[src/rtl/clk_div_pkg.sv]
// Shared types and defaults for the divided-clock ratio meter.
package clk_div_pkg;

  typedef enum logic [1:0] {
    IDLE,
    MEAS_HIGH,
    MEAS_LOW
  } meas_state_e;

  localparam int unsigned DefMaxN       = 256;
  localparam int unsigned DefLockCnt    = 4;
  localparam int unsigned DefSyncStages = 2;

  // Width needed to hold counts 0..max_n inclusive.
  function automatic int unsigned calc_cw(input int unsigned max_n);
    return $clog2(max_n + 1);
  endfunction

endpackage

[src/rtl/sync_bit.sv]
// Multi-flop synchronizer for a single asynchronous bit.
module sync_bit #(
  parameter int unsigned SYNC_STAGES = 2
) (
  input  logic clk_i,
  input  logic rst_ni,
  input  logic d_i,
  output logic q_o
);

  logic [SYNC_STAGES-1:0] sync_q;

  always_ff @(posedge clk_i or negedge rst_ni) begin
    if (!rst_ni) begin
      sync_q <= '0;
    end else begin
      sync_q <= {sync_q[SYNC_STAGES-2:0], d_i};
    end
  end

  assign q_o = sync_q[SYNC_STAGES-1];

endmodule

[src/rtl/clk_div_ratio_meter.sv]
// Measures period/high/low of an asynchronous divided clock and flags lock and overflow.
// Optional duty-cycle checker built when DUTY_CHECK_EN is defined.
module clk_div_ratio_meter
  import clk_div_pkg::*;
#(
  parameter int unsigned MAX_N       = DefMaxN,
  parameter int unsigned LOCK_CNT    = DefLockCnt,
  parameter int unsigned SYNC_STAGES = DefSyncStages,
  localparam int unsigned CW         = calc_cw(MAX_N)
) (
  input  logic          clk,
  input  logic          rst_n,
  input  logic          sig_in,
  input  logic          clr,
  output logic [CW-1:0] period,
  output logic [CW-1:0] high_time,
  output logic [CW-1:0] low_time,
  output logic          meas_valid,
  output logic          is_even,
  output logic          locked,
  output logic          overflow,
  output logic          duty_err
);

  localparam int unsigned MW = $clog2(LOCK_CNT + 1);
  localparam logic [CW-1:0] MaxCnt  = CW'(MAX_N);
  localparam logic [CW:0]   MaxSum  = (CW + 1)'(MAX_N);
  localparam logic [MW-1:0] LockVal = MW'(LOCK_CNT);

  logic s;
  logic s_d_q;
  logic rise_q, fall_q;

  meas_state_e   state_q;
  logic [CW-1:0] cnt_q, hi_q;
  logic [CW-1:0] period_q, high_q, low_q;
  logic [CW-1:0] prev_q;
  logic          have_prev_q;
  logic [MW-1:0] match_q;
  logic          mv_q, even_q, locked_q, ovf_q;

  logic [CW:0]   sum;
  logic          sum_ovf;
  logic [MW-1:0] match_nxt;
  logic          ovf_evt;
  logic          duty_nxt;

  sync_bit #(
    .SYNC_STAGES(SYNC_STAGES)
  ) u_sync (
    .clk_i (clk),
    .rst_ni(rst_n),
    .d_i   (sig_in),
    .q_o   (s)
  );

  // s_d_q belongs to the synchronizer side and survives clr to avoid a fake edge.
  always_ff @(posedge clk or negedge rst_n) begin
    if (!rst_n) begin
      s_d_q  <= 1'b0;
      rise_q <= 1'b0;
      fall_q <= 1'b0;
    end else begin
      s_d_q <= s;
      if (clr) begin
        rise_q <= 1'b0;
        fall_q <= 1'b0;
      end else begin
        rise_q <= s & ~s_d_q;
        fall_q <= ~s & s_d_q;
      end
    end
  end

  always_comb begin
    sum       = {1'b0, hi_q} + {1'b0, cnt_q};
    sum_ovf   = (sum > MaxSum);
    match_nxt = '0;
    if (have_prev_q && (sum[CW-1:0] == prev_q)) begin
      match_nxt = (match_q == LockVal) ? match_q : match_q + MW'(1);
    end
    ovf_evt = 1'b0;
    case (state_q)
      MEAS_HIGH: ovf_evt = !fall_q && (cnt_q == MaxCnt);
      MEAS_LOW:  ovf_evt = rise_q ? sum_ovf : (cnt_q == MaxCnt);
      default:   ovf_evt = 1'b0;
    endcase
  end

`ifdef DUTY_CHECK_EN
  logic [CW-1:0] diff;
  logic          duty_q;

  always_comb begin
    diff     = (hi_q > cnt_q) ? (hi_q - cnt_q) : (cnt_q - hi_q);
    duty_nxt = (diff > CW'(1));
  end

  always_ff @(posedge clk or negedge rst_n) begin
    if (!rst_n) begin
      duty_q <= 1'b0;
    end else if (clr) begin
      duty_q <= 1'b0;
    end else if (state_q == MEAS_LOW && rise_q && !ovf_evt) begin
      duty_q <= duty_nxt;
    end
  end

  assign duty_err = duty_q;
`else
  assign duty_nxt = 1'b0;
  assign duty_err = 1'b0;
`endif

  always_ff @(posedge clk or negedge rst_n) begin
    if (!rst_n) begin
      state_q     <= IDLE;
      cnt_q       <= '0;
      hi_q        <= '0;
      period_q    <= '0;
      high_q      <= '0;
      low_q       <= '0;
      prev_q      <= '0;
      have_prev_q <= 1'b0;
      match_q     <= '0;
      mv_q        <= 1'b0;
      even_q      <= 1'b0;
      locked_q    <= 1'b0;
      ovf_q       <= 1'b0;
    end else begin
      mv_q <= 1'b0;
      if (clr) begin
        state_q     <= IDLE;
        cnt_q       <= '0;
        hi_q        <= '0;
        period_q    <= '0;
        high_q      <= '0;
        low_q       <= '0;
        prev_q      <= '0;
        have_prev_q <= 1'b0;
        match_q     <= '0;
        even_q      <= 1'b0;
        locked_q    <= 1'b0;
        ovf_q       <= 1'b0;
      end else if (ovf_evt) begin
        // Abandon the measurement; lock history restarts from the next full period.
        state_q     <= IDLE;
        cnt_q       <= '0;
        ovf_q       <= 1'b1;
        locked_q    <= 1'b0;
        match_q     <= '0;
        have_prev_q <= 1'b0;
      end else begin
        case (state_q)
          IDLE: begin
            if (rise_q) begin
              state_q <= MEAS_HIGH;
              cnt_q   <= CW'(1);
            end
          end
          MEAS_HIGH: begin
            if (fall_q) begin
              hi_q    <= cnt_q;
              cnt_q   <= CW'(1);
              state_q <= MEAS_LOW;
            end else begin
              cnt_q <= cnt_q + CW'(1);
            end
          end
          MEAS_LOW: begin
            if (rise_q) begin
              high_q      <= hi_q;
              low_q       <= cnt_q;
              period_q    <= sum[CW-1:0];
              even_q      <= ~sum[0];
              mv_q        <= 1'b1;
              prev_q      <= sum[CW-1:0];
              have_prev_q <= 1'b1;
              match_q     <= match_nxt;
              locked_q    <= (match_nxt == LockVal);
              cnt_q       <= CW'(1);
              state_q     <= MEAS_HIGH;
            end else begin
              cnt_q <= cnt_q + CW'(1);
            end
          end
          default: state_q <= IDLE;
        endcase
      end
    end
  end

  assign period     = period_q;
  assign high_time  = high_q;
  assign low_time   = low_q;
  assign meas_valid = mv_q;
  assign is_even    = even_q;
  assign locked     = locked_q;
  assign overflow   = ovf_q;

endmodule

[config.mk]
export PLATFORM = sky130hd
export DESIGN_NAME = clk_div_ratio_meter
export DESIGN_NICKNAME = d
export VERILOG_FILES = /design/src/rtl/clk_div_pkg.sv /design/src/rtl/sync_bit.sv /design/src/rtl/clk_div_ratio_meter.sv
export SDC_FILE = /design/constraint.sdc
export NUM_CORES = 1
export LEC_CHECK = 0
export CELL_PAD_IN_SITES_DETAIL_PLACEMENT = 2
export CELL_PAD_IN_SITES_GLOBAL_PLACEMENT = 2
export CORE_ASPECT_RATIO = 1.4
export CORE_MARGIN = 2
export CORE_UTILIZATION = 33
export CTS_CLUSTER_DIAMETER = 30
export DETAILED_ROUTE_END_ITERATION = 12
export PLACE_DENSITY_LB_ADDON = 0.1
export REMOVE_ABC_BUFFERS = 1
export SYNTH_ARGS = -nofsm -noshare
export SYNTH_HDL_FRONTEND = slang
export SYNTH_SLANG_ARGS = --single-unit
[constraint.sdc]
create_clock -name clk -period 3.16 [get_ports clk]
set_clock_uncertainty 0.1 [all_clocks]
set_input_delay 0.632 -clock clk [delete_from_list [all_inputs] [get_ports clk]]
set_output_delay 0.632 -clock clk [all_outputs]
set_load 0.05 [all_outputs]
==> results of run 1 <==
## metal layers
layer	wire length [um]	vias to the layer above	GRT usage
li1	-	1467	-
met1	5250	1721	0.244
met2	8130	75	0.430
met3	391	47	0.0401
met4	813	0	0.111
met5	0	-	0
## registers in the layout, summed over array words and instances, names as in the netlist, 2 cells and up
name and flops:
cnt_q 9, hi_q 9, high_time 9, low_time 9
prev_q 9, match_q 3, state_q 2, u_sync.sync_q 2
## cells by family (layout without fill, tap and decap cells)
| group | after synthesis | in the layout | share of synthesized area |
|---|---|---|---|
| multiplexers | 5 | 5 | 0.0143 |
| buffers and inverters | 34 | 135 | 0.0463 |
| XOR/XNOR | 12 | 12 | 0.0417 |
| AND/OR/NAND/NOR | 102 | 103 | 0.157 |
| other | 1 | 1 | 0.00107 |
| AO/OA/AOI/OAI | 104 | 104 | 0.242 |
| flip-flops | 60 | 60 | 0.428 |
| adder cells (fa/ha/maj) | 19 | 19 | 0.0699 |
## power groups by stage
stage                     Combinational [mW]  Clock (mW)  Sequential [mW]
after floorplan                       0.0489           0            0.793
after global placement                 0.111           0            0.792
after detailed placement               0.115           0            0.793
after CTS                              0.137       0.967            0.779
after global routing                   0.165       0.999            0.780
final                                  0.155       0.957            0.779
## what timing repair did
action	4_1_cts	5_1_grt
resized for setup	32	25
cloned	2	5
pin swaps	16	10
endpoints found under the setup margin	53	53
setup buffers	8	7
## worst max-delay path: stages, from the launching register on
cell,delay (ns)
sky130_fd_sc_hd__dfrtp_1,0.37
sky130_fd_sc_hd__ha_2,0.20
sky130_fd_sc_hd__inv_2,0.05
sky130_fd_sc_hd__fa_2,0.56
sky130_fd_sc_hd__or3b_4,0.39
sky130_fd_sc_hd__a2111oi_4,0.39
sky130_fd_sc_hd__nand4b_4,0.20
sky130_fd_sc_hd__buf_4,0.18
sky130_fd_sc_hd__a21o_4,0.22
sky130_fd_sc_hd__nor3_4,0.17
sky130_fd_sc_hd__buf_6,0.16
sky130_fd_sc_hd__clkbuf_16,0.14
sky130_fd_sc_hd__a22o_1,0.13
## cells in the mapped netlist (2+ instances only)
| cell type | count |
|---|---|
| sky130_fd_sc_hd__nand4_1 | 4 |
| sky130_fd_sc_hd__buf_6 | 3 |
| sky130_fd_sc_hd__nor4_1 | 3 |
| sky130_fd_sc_hd__a21oi_1 | 15 |
| sky130_fd_sc_hd__nor4b_1 | 2 |
| sky130_fd_sc_hd__inv_1 | 15 |
| sky130_fd_sc_hd__xnor3_1 | 3 |
| sky130_fd_sc_hd__a211o_1 | 3 |
| sky130_fd_sc_hd__o21ai_0 | 14 |
| sky130_fd_sc_hd__mux2i_1 | 5 |
| sky130_fd_sc_hd__buf_4 | 2 |
| sky130_fd_sc_hd__o2bb2ai_1 | 2 |
| sky130_fd_sc_hd__dfrtp_1 | 60 |
| sky130_fd_sc_hd__nand2b_1 | 3 |
| sky130_fd_sc_hd__a21boi_2 | 3 |
| sky130_fd_sc_hd__nand2_1 | 26 |
| sky130_fd_sc_hd__a22o_1 | 11 |
| sky130_fd_sc_hd__ha_1 | 18 |
| sky130_fd_sc_hd__buf_2 | 4 |
| sky130_fd_sc_hd__o221ai_1 | 2 |
| sky130_fd_sc_hd__clkbuf_1 | 10 |
| sky130_fd_sc_hd__xnor2_1 | 7 |
| sky130_fd_sc_hd__a2bb2o_2 | 5 |
| sky130_fd_sc_hd__and3_1 | 2 |
| sky130_fd_sc_hd__nor2_1 | 17 |
| sky130_fd_sc_hd__a31oi_1 | 5 |
| sky130_fd_sc_hd__nor3b_1 | 4 |
| sky130_fd_sc_hd__nand3_1 | 15 |
| sky130_fd_sc_hd__a32o_1 | 21 |
| sky130_fd_sc_hd__a2111oi_0 | 2 |
| sky130_fd_sc_hd__a211oi_1 | 3 |
| sky130_fd_sc_hd__nor2b_1 | 4 |
| sky130_fd_sc_hd__xor2_1 | 2 |
| sky130_fd_sc_hd__nor3_1 | 10 |
| sky130_fd_sc_hd__and4b_1 | 3 |
| sky130_fd_sc_hd__a21o_1 | 4 |
## per-stage QoR
step | utilization | setup TNS [ns] | setup WS, ns
CTS | 0.470 | -0.0299 | -0.00991
floorplan | - | -7.23 | -0.261
global route | 0.492 | -11.28 | -0.287
detailed placement | 0.419 | -13.93 | -0.320
finish | 0.492 | -5.45 | -0.173
global placement | 0.419 | -4.17 | -0.118
## how the worst max path moves through the flow
| stage | endpoint | slack, ns |
|---|---|---|
| 2_1_floorplan | high_time[1] | -0.26 |
| 3_3_place_gp | low_time[5] | -0.12 |
| 3_5_place_dp | high_time[0] | -0.32 |
| 4_1_cts | cnt_q[4] | -0.01 |
| 5_1_grt | hi_q[3] | -0.29 |
| 6_report | hi_q[5] | -0.17 |
## layout make-up
type,instances,area (um^2)
Clock buffer,11,253
Sequential cell,60,1500
Tap cell,138,173
Multi-Input combinational cell,244,2090
Fill cell,1123,5260
Timing Repair Buffer,104,981
Inverter,15,56.3
Clock inverter,5,36.3
==> results.md, run 1 <==
Timing:
- The number of failing hold endpoints at the final stage was 0.
- Dividing the final minimum period by the clock period gives 1.05.
- The post-route minimum period is between 3 and 4 ns.
- The fmax is ~300 MHz.
- For the pin with the worst max-slew slack, the measured transition is just over 0.8 ns.
- The number of setup violations in the final report is 49.
- The final critical-path setup slack is -0.173 ns.
- The worst slew slack as a fraction of its limit is 0.464.
- The count of final max-slew check failures is 0.
- Setup repair after global routing could not meet its margin everywhere.
- Hold timing on the final database bottoms out at a slack of around 0.26 ns.

Clock tree:
- Counting along the longest clock path gives a buffer depth of 2.
- The H-tree was split into 3 levels.
- At the later pin of the worst-skew pair, clock insertion delay measures 0.34 ns.
- The clock slew seen by the registers of the worst setup and hold paths is around 0.06 ns.
- The tree is rooted in a sky130_fd_sc_hd__clkbuf_16.
- The cts-stage hold buffer count is 0.
- The clock net sink count is 60.
- The number of buffers added by the clock tree synthesis step is 9.
- The TritonCTS clock tree is yes.

Place:
- The half-perimeter wire length after detailed placement is between 8000 and 9000 um.
- Counting tap cells, the placed design contains a total of approximately 540 instances.
- The congestion estimate from routability-driven global placement came to between 0.8 and 0.9.
- After detailed placement, the total cell area comes to ~4300 um^2.
- The quantity of I/O buffers inserted on ports is 34.

Finish:
- The library cell used most frequently in the layout, excluding fill and tap cells, is sky130_fd_sc_hd__dfrtp_1.
- The layout cell share with drive strength beyond 1 is 0.312.
- The antenna diode count is 0.
- Leaving out fill and tap cells, the most frequent cells in the layout are sky130_fd_sc_hd__dfrtp_1 (60), sky130_fd_sc_hd__buf_4 (56), sky130_fd_sc_hd__clkdlybuf4s50_1 (33).
- The post-route cell area is around 5100 um^2.
- The post-layout instance count excluding filler cells is slightly below 600.
- The number of nets in the layout is between 400 and 500.
- The area growth from synthesis to layout is 45.0%.

Setup path:
- In this run the worst setup path begins at cnt_q[0].
- The register-to-register setup slack is -0.17 ns.
- STA puts the critical path data arrival time at between 3 and 4 ns.
- At the worst endpoint, the required time is approximately 3.3 ns.
- The origin of the critical flop-to-flop path is cnt_q[0].
- STA classifies the critical path endpoint as a flip-flop.
- The worst register-to-register path has a depth of 12.
- The worst setup path is of the reg -> reg kind.
- The top fanout value on the critical path is 4.
- The terminus of the critical flop-to-flop path is hi_q[5].
- The worst setup path is launched from a flip-flop.

Yosys:
- Synthesis handed over a netlist of about 340 instances.
- sky130_fd_sc_hd__dfrtp_1 takes more of the synthesized area than any other cell.
- The post-synthesis cell type count is 61.
- The fraction of registers with async set/reset is 1.00.
- The number of storage elements in the synthesis netlist is 60.
- Summing every instance area after synthesis gives approximately 3500 um^2.
- In the post-synthesis netlist, the biggest area contributors are sky130_fd_sc_hd__dfrtp_1 (43%), sky130_fd_sc_hd__ha_1 (6.4%), sky130_fd_sc_hd__a32o_1 (6.0%).
- For this run, the number of Yosys warnings is 0.
- For this run, the register share of the synthesized area comes to 0.428.
- In this run the mean area of a mapped cell was between 10 and 15 um^2.
- The number of synthesized flops with an enable pin is 0.
- Of the post-synthesis cell area, the dominant cell type holds 0.428.
- The dominant register cell in the synthesized netlist is sky130_fd_sc_hd__dfrtp_1.

Power:
- For this design the total switching power over the nets is between 400 and 500 uW.
- The total power density per cell area is 372 nW/um^2.
- The portion of total power attributed to the clock network is 0.506.
- After layout, the design draws a total of 1.89 mW.
- Of the total power, combinational logic draws 0.082.
- The portion of total power attributed to sequential cells is 0.412.
- The maximum vdd drop is between 200 and 250 uV.
- The internal power of the cells totals between 1 and 1.5 mW.
- The proportion of total power due to net switching is 0.258.
- The analysis attributes to cell leakage a power of 2.21 nW.

Min path:
- The worst hold path was traced through 0 stages.
- The worst hold path terminates at u_sync.sync_q[1].
- The class of the worst hold path is reg -> reg.
- The startpoint identified for the worst hold timing path is u_sync.sync_q[0].

Drt:
- The first routing iteration left approximately 130 violations.
- The mean routed wirelength per cell is around 25 um.
- The post-detailed-route DRC marker count is 0.
- The final route contains 3310 vias.
- The total routed wirelength is roughly 15000 um.
- The via density per instance is about 5.7.
- For this run, the detailed router's first-pass iteration total came to 4.
- In this run the remaining antenna-violating nets after routing total 0.

Floorplanning:
- For this configuration, the core starts out at a cell density of 0.339.
- The horizontal die dimension is 91.2 um.
- The placeable core region is 10300 um^2.
- The floorplan has 44 rows.
- The number of top-level pins is 36.
- The die covers 11500 um^2.
- The vertical die dimension is about 130 um.

Status:
- The checks that failed: setup timing.
- The flow ran to the end, but the final reports show violations.

GRT:
- The global-route total usage across every layer is 0.229.
- The initial antenna violation count is 0.
- Entering global routing, the biggest net connects 61 pins.
- The first-pass GRT wire length is between 20000 and 25000 um.
- The via count of the first global-routing pass is approximately 3600.
- The total grt overflow is 0.

Run:
- Max-cap violations in this run came to 0.
Note: power is estimated with default switching activity, not from simulation.
==> run 2: changes to the inputs <==
Settings changed: PLACE_DENSITY set to 0.79, PLACE_DENSITY_LB_ADDON 0.1 to not set.
==> run 2 against run 1 <==
Against the previous run:
- the run still ends with setup timing left
- clock-buffer cell count up 1
- sequential share of layout area down 0.87 points
- die area unchanged
- via count up 6.9%
- fmax down 6.5%
- global-route usage up 5.4 points
- core utilization up 1.5 points
- highest routed layer unchanged
==> results.md, run 2 (same netlist as run 1, synthesis figures left out) <==
Status:
- Status: finished, violations left (unchanged).
- Violations in the final reports: setup timing (unchanged).

Clock tree:
- The worst-skew pair later-pin latency was 0.36 ns (was 0.34 ns).
- The clock slew seen by the registers of the worst setup and hold paths is 0.06 ns (about the same).
- The number of buffers added by the clock tree synthesis step is 9 (unchanged).
- The clock net sink count is 60 (unchanged).
- The TritonCTS clock tree is yes (unchanged).
- The H-tree depth is 3 (unchanged).
- The root buffer cell is sky130_fd_sc_hd__clkbuf_16 (unchanged).
- The maximum number of buffers from clock root to sink came to 2 (unchanged).

Run:
- The number of maximum-capacitance violations is 0 (unchanged).

Timing:
- The fmax came to 281 MHz (was 300 MHz).
- Setup repair after global routing missed its margin: yes (unchanged).
- The worst slew slack as a fraction of its limit is 0.420 (was 0.464).
- The post-route minimum period is 3.56 ns (was 3.33 ns).
- The number of setup violations in the final report is 55 (was 49).
- The count of final max-slew check failures is 0 (unchanged).
- The number of failing hold endpoints at the final stage is 0 (unchanged).
- The post-route fraction of the period consumed by the critical path was 1.13 (was 1.05).
- The transition at the pin with the smallest max-transition slack is 0.861 ns (was 0.804 ns).
- The final critical-path setup slack is -0.404 ns (was -0.173 ns).

Floorplanning:
- The placeable core region is 10300 um^2 (unchanged).
- The floorplan die area is 11500 um^2 (unchanged).
- The horizontal die dimension is 91.2 um (unchanged).
- The number of rows created at floorplan is 44 (unchanged).
- The vertical die dimension is 126 um (unchanged).
- The initial standard-cell utilization of the core is 0.339 (unchanged).
- The number of top-level pins is 36 (unchanged).

Min path:
- The class of the worst hold path is reg -> reg (unchanged).

Place:
- The last weighted congestion value of the routability-driven placer is 0.836 (was 0.867).
- The number of placed instances, taps included is 533 (was 541).
- The half-perimeter wire length after detailed placement is 8590 um (was 8620 um).
- The worst slack at placement is -0.254 ns (was -0.320 ns).
- The instance area after placement is 4270 um^2 (was 4330 um^2).
- The quantity of I/O buffers inserted on ports came to 34 (unchanged).

GRT:
- The via count of the first global-routing pass is 3739 (was 3638).
- The initial antenna violation count is 0 (unchanged).
- The first-pass GRT wire length is 24000 um (was 20100 um).
- The total grt overflow is 0 (unchanged).
- The largest net degree at the start of global routing is 61 (unchanged).
- The global-route total usage across every layer is 0.283 (was 0.229).

Drt:
- The post-detailed-route count of antenna-violating nets came to 0 (unchanged).
- The number of vias after detailed routing was 3537 (was 3310).
- The via density per instance came to 6.14 (was 5.74).
- The starting DRC count in detailed routing is 219 (was 126).
- The length of the first detailed-routing pass in iterations was 4 (unchanged).
- The total routed wirelength came to 18800 um (was 14600 um).
- The post-detailed-route DRC marker count is 0 (unchanged).
- The mean routed wirelength per cell is 32.7 um (was 25.3 um).

Setup path:
- The required time at the endpoint of the critical path is 3.32 ns (was 3.34 ns).
- The critical path data arrival time is 3.72 ns (was 3.51 ns).
- The endpoint type of the worst setup path is a flip-flop (unchanged).
- The element type at the critical path start is a flip-flop (unchanged).
- The category of the critical setup timing path was reg -> reg (unchanged).
- The top fanout value on the critical path was 6 (was 4).

Finish:
- The number of nets in the layout was 456 (was 457).
- The antenna diode count is 0 (unchanged).
- The commonest non-fill, non-tap cell in the layout is sky130_fd_sc_hd__dfrtp_1 (unchanged).
- Top library cells by usage in the layout, fill and taps aside: sky130_fd_sc_hd__dfrtp_1 (60), sky130_fd_sc_hd__buf_4 (50), sky130_fd_sc_hd__clkdlybuf4s50_1 (33) (was sky130_fd_sc_hd__dfrtp_1 (60), sky130_fd_sc_hd__buf_4 (56), sky130_fd_sc_hd__clkdlybuf4s50_1 (33)).
- The post-layout instance count excluding filler cells is 576 (was 577).
- The layout cell share with drive strength beyond 1 is 0.333 (was 0.312).
- The post-route cell area is 5250 um^2 (was 5090 um^2).
- The synthesis-to-layout area growth came to 49.4% (was 45.0%).
- The filler cell count is 1076 (was 1123).

Power:
- The total power density per cell area is 386 nW/um^2 (was 372 nW/um^2).
- The maximum vdd drop is 372 uV (was 247 uV).
- The leakage power is 2.24 nW (was 2.21 nW).
run 2: metal layers:
metal  routed length [um]  track usage  share of wire  vias to the layer above
li1                     -            -              -                     1472
met1                 6860        0.314           0.36                     1830
met2                 9460        0.510           0.50                      156
met3                 1090       0.0496          0.058                       79
met4                 1410        0.150          0.075                        0
met5                    0            0              0                        -
run 2: final timing paths:
| check | start | end | slack (ns) | cells past startpoint |
|---|---|---|---|---|
| worst max-delay path | hi_q[0] | cnt_q[3] | -0.40 | 14 |
| worst min-delay path | u_sync.sync_q[0] | u_sync.sync_q[1] | 0.27 | 0 |
| worst max register to register | hi_q[0] | cnt_q[3] | -0.40 | 14 |
| worst min register to register | u_sync.sync_q[0] | u_sync.sync_q[1] | 0.27 | 0 |
| max in group asynchronous | rst_n | low_time[7] | 2.05 | 2 |
| min in group asynchronous | rst_n | state_q[0] | 0.35 | 2 |
run 2: what timing repair did:
action / CTS / global route
resized for setup: 38 / 45
hold buffers: 0 / 0
setup endpoints to repair: 55 / 55
gates cloned: 2 / 5
pin swaps: 13 / 22
buffers inserted: 12 / 11
run 2: per-stage QoR:
step	hold slack, ns	util	setup TNS (ns)	power, mW
CTS	0.258	0.468	-0.124	1.96
global placement	0.234	0.413	-1.21	0.897
finish	0.265	0.507	-14.80	2.02
global route	0.270	0.507	-18.56	2.07
floorplan	0.231	-	-7.23	0.841
detailed placement	0.248	0.413	-9.20	0.903
run 2: report_power, final:
| group | leakage [nW] | switching, mW | internal, mW |
|---|---|---|---|
| clock network | 0.149 | 0.411 | 0.651 |
| logic | 1.27 | 0.118 | 0.0626 |
| registers | 0.830 | 0.00721 | 0.774 |
run 2: cell type report:
cell class | instances | area (um^2) | area share
Sequential cell | 60 | 1500 | 0.286
Clock buffer | 12 | 256 | 0.0489
Multi-Input combinational cell | 243 | 2190 | 0.418
Timing Repair Buffer | 104 | 1020 | 0.194
Inverter | 15 | 56.3 | 0.0107
Clock inverter | 4 | 47.5 | 0.00906
Tap cell | 138 | 173 | 0.0329
run 2: worst max-delay path, stage by stage, from the launching register on:
cell	delay, ns
sky130_fd_sc_hd__dfrtp_1	0.42
sky130_fd_sc_hd__ha_4	0.18
sky130_fd_sc_hd__inv_2	0.06
sky130_fd_sc_hd__fa_2	0.36
sky130_fd_sc_hd__nand2b_4	0.17
sky130_fd_sc_hd__buf_6	0.12
sky130_fd_sc_hd__a211oi_4	0.28
sky130_fd_sc_hd__o21ai_2	0.13
sky130_fd_sc_hd__a2111oi_4	0.41
sky130_fd_sc_hd__nand4b_2	0.15
sky130_fd_sc_hd__buf_6	0.17
sky130_fd_sc_hd__a211oi_4	0.40
sky130_fd_sc_hd__buf_6	0.20
sky130_fd_sc_hd__nand3_2	0.09
sky130_fd_sc_hd__a31oi_2	0.21
==> run 3: changes to the inputs <==
Settings changed: CAP_MARGIN set to 20, SLEW_MARGIN set to 10.
==> results of run 3 <==
The final DEF is identical to that of run 2; final timing and power are the same.
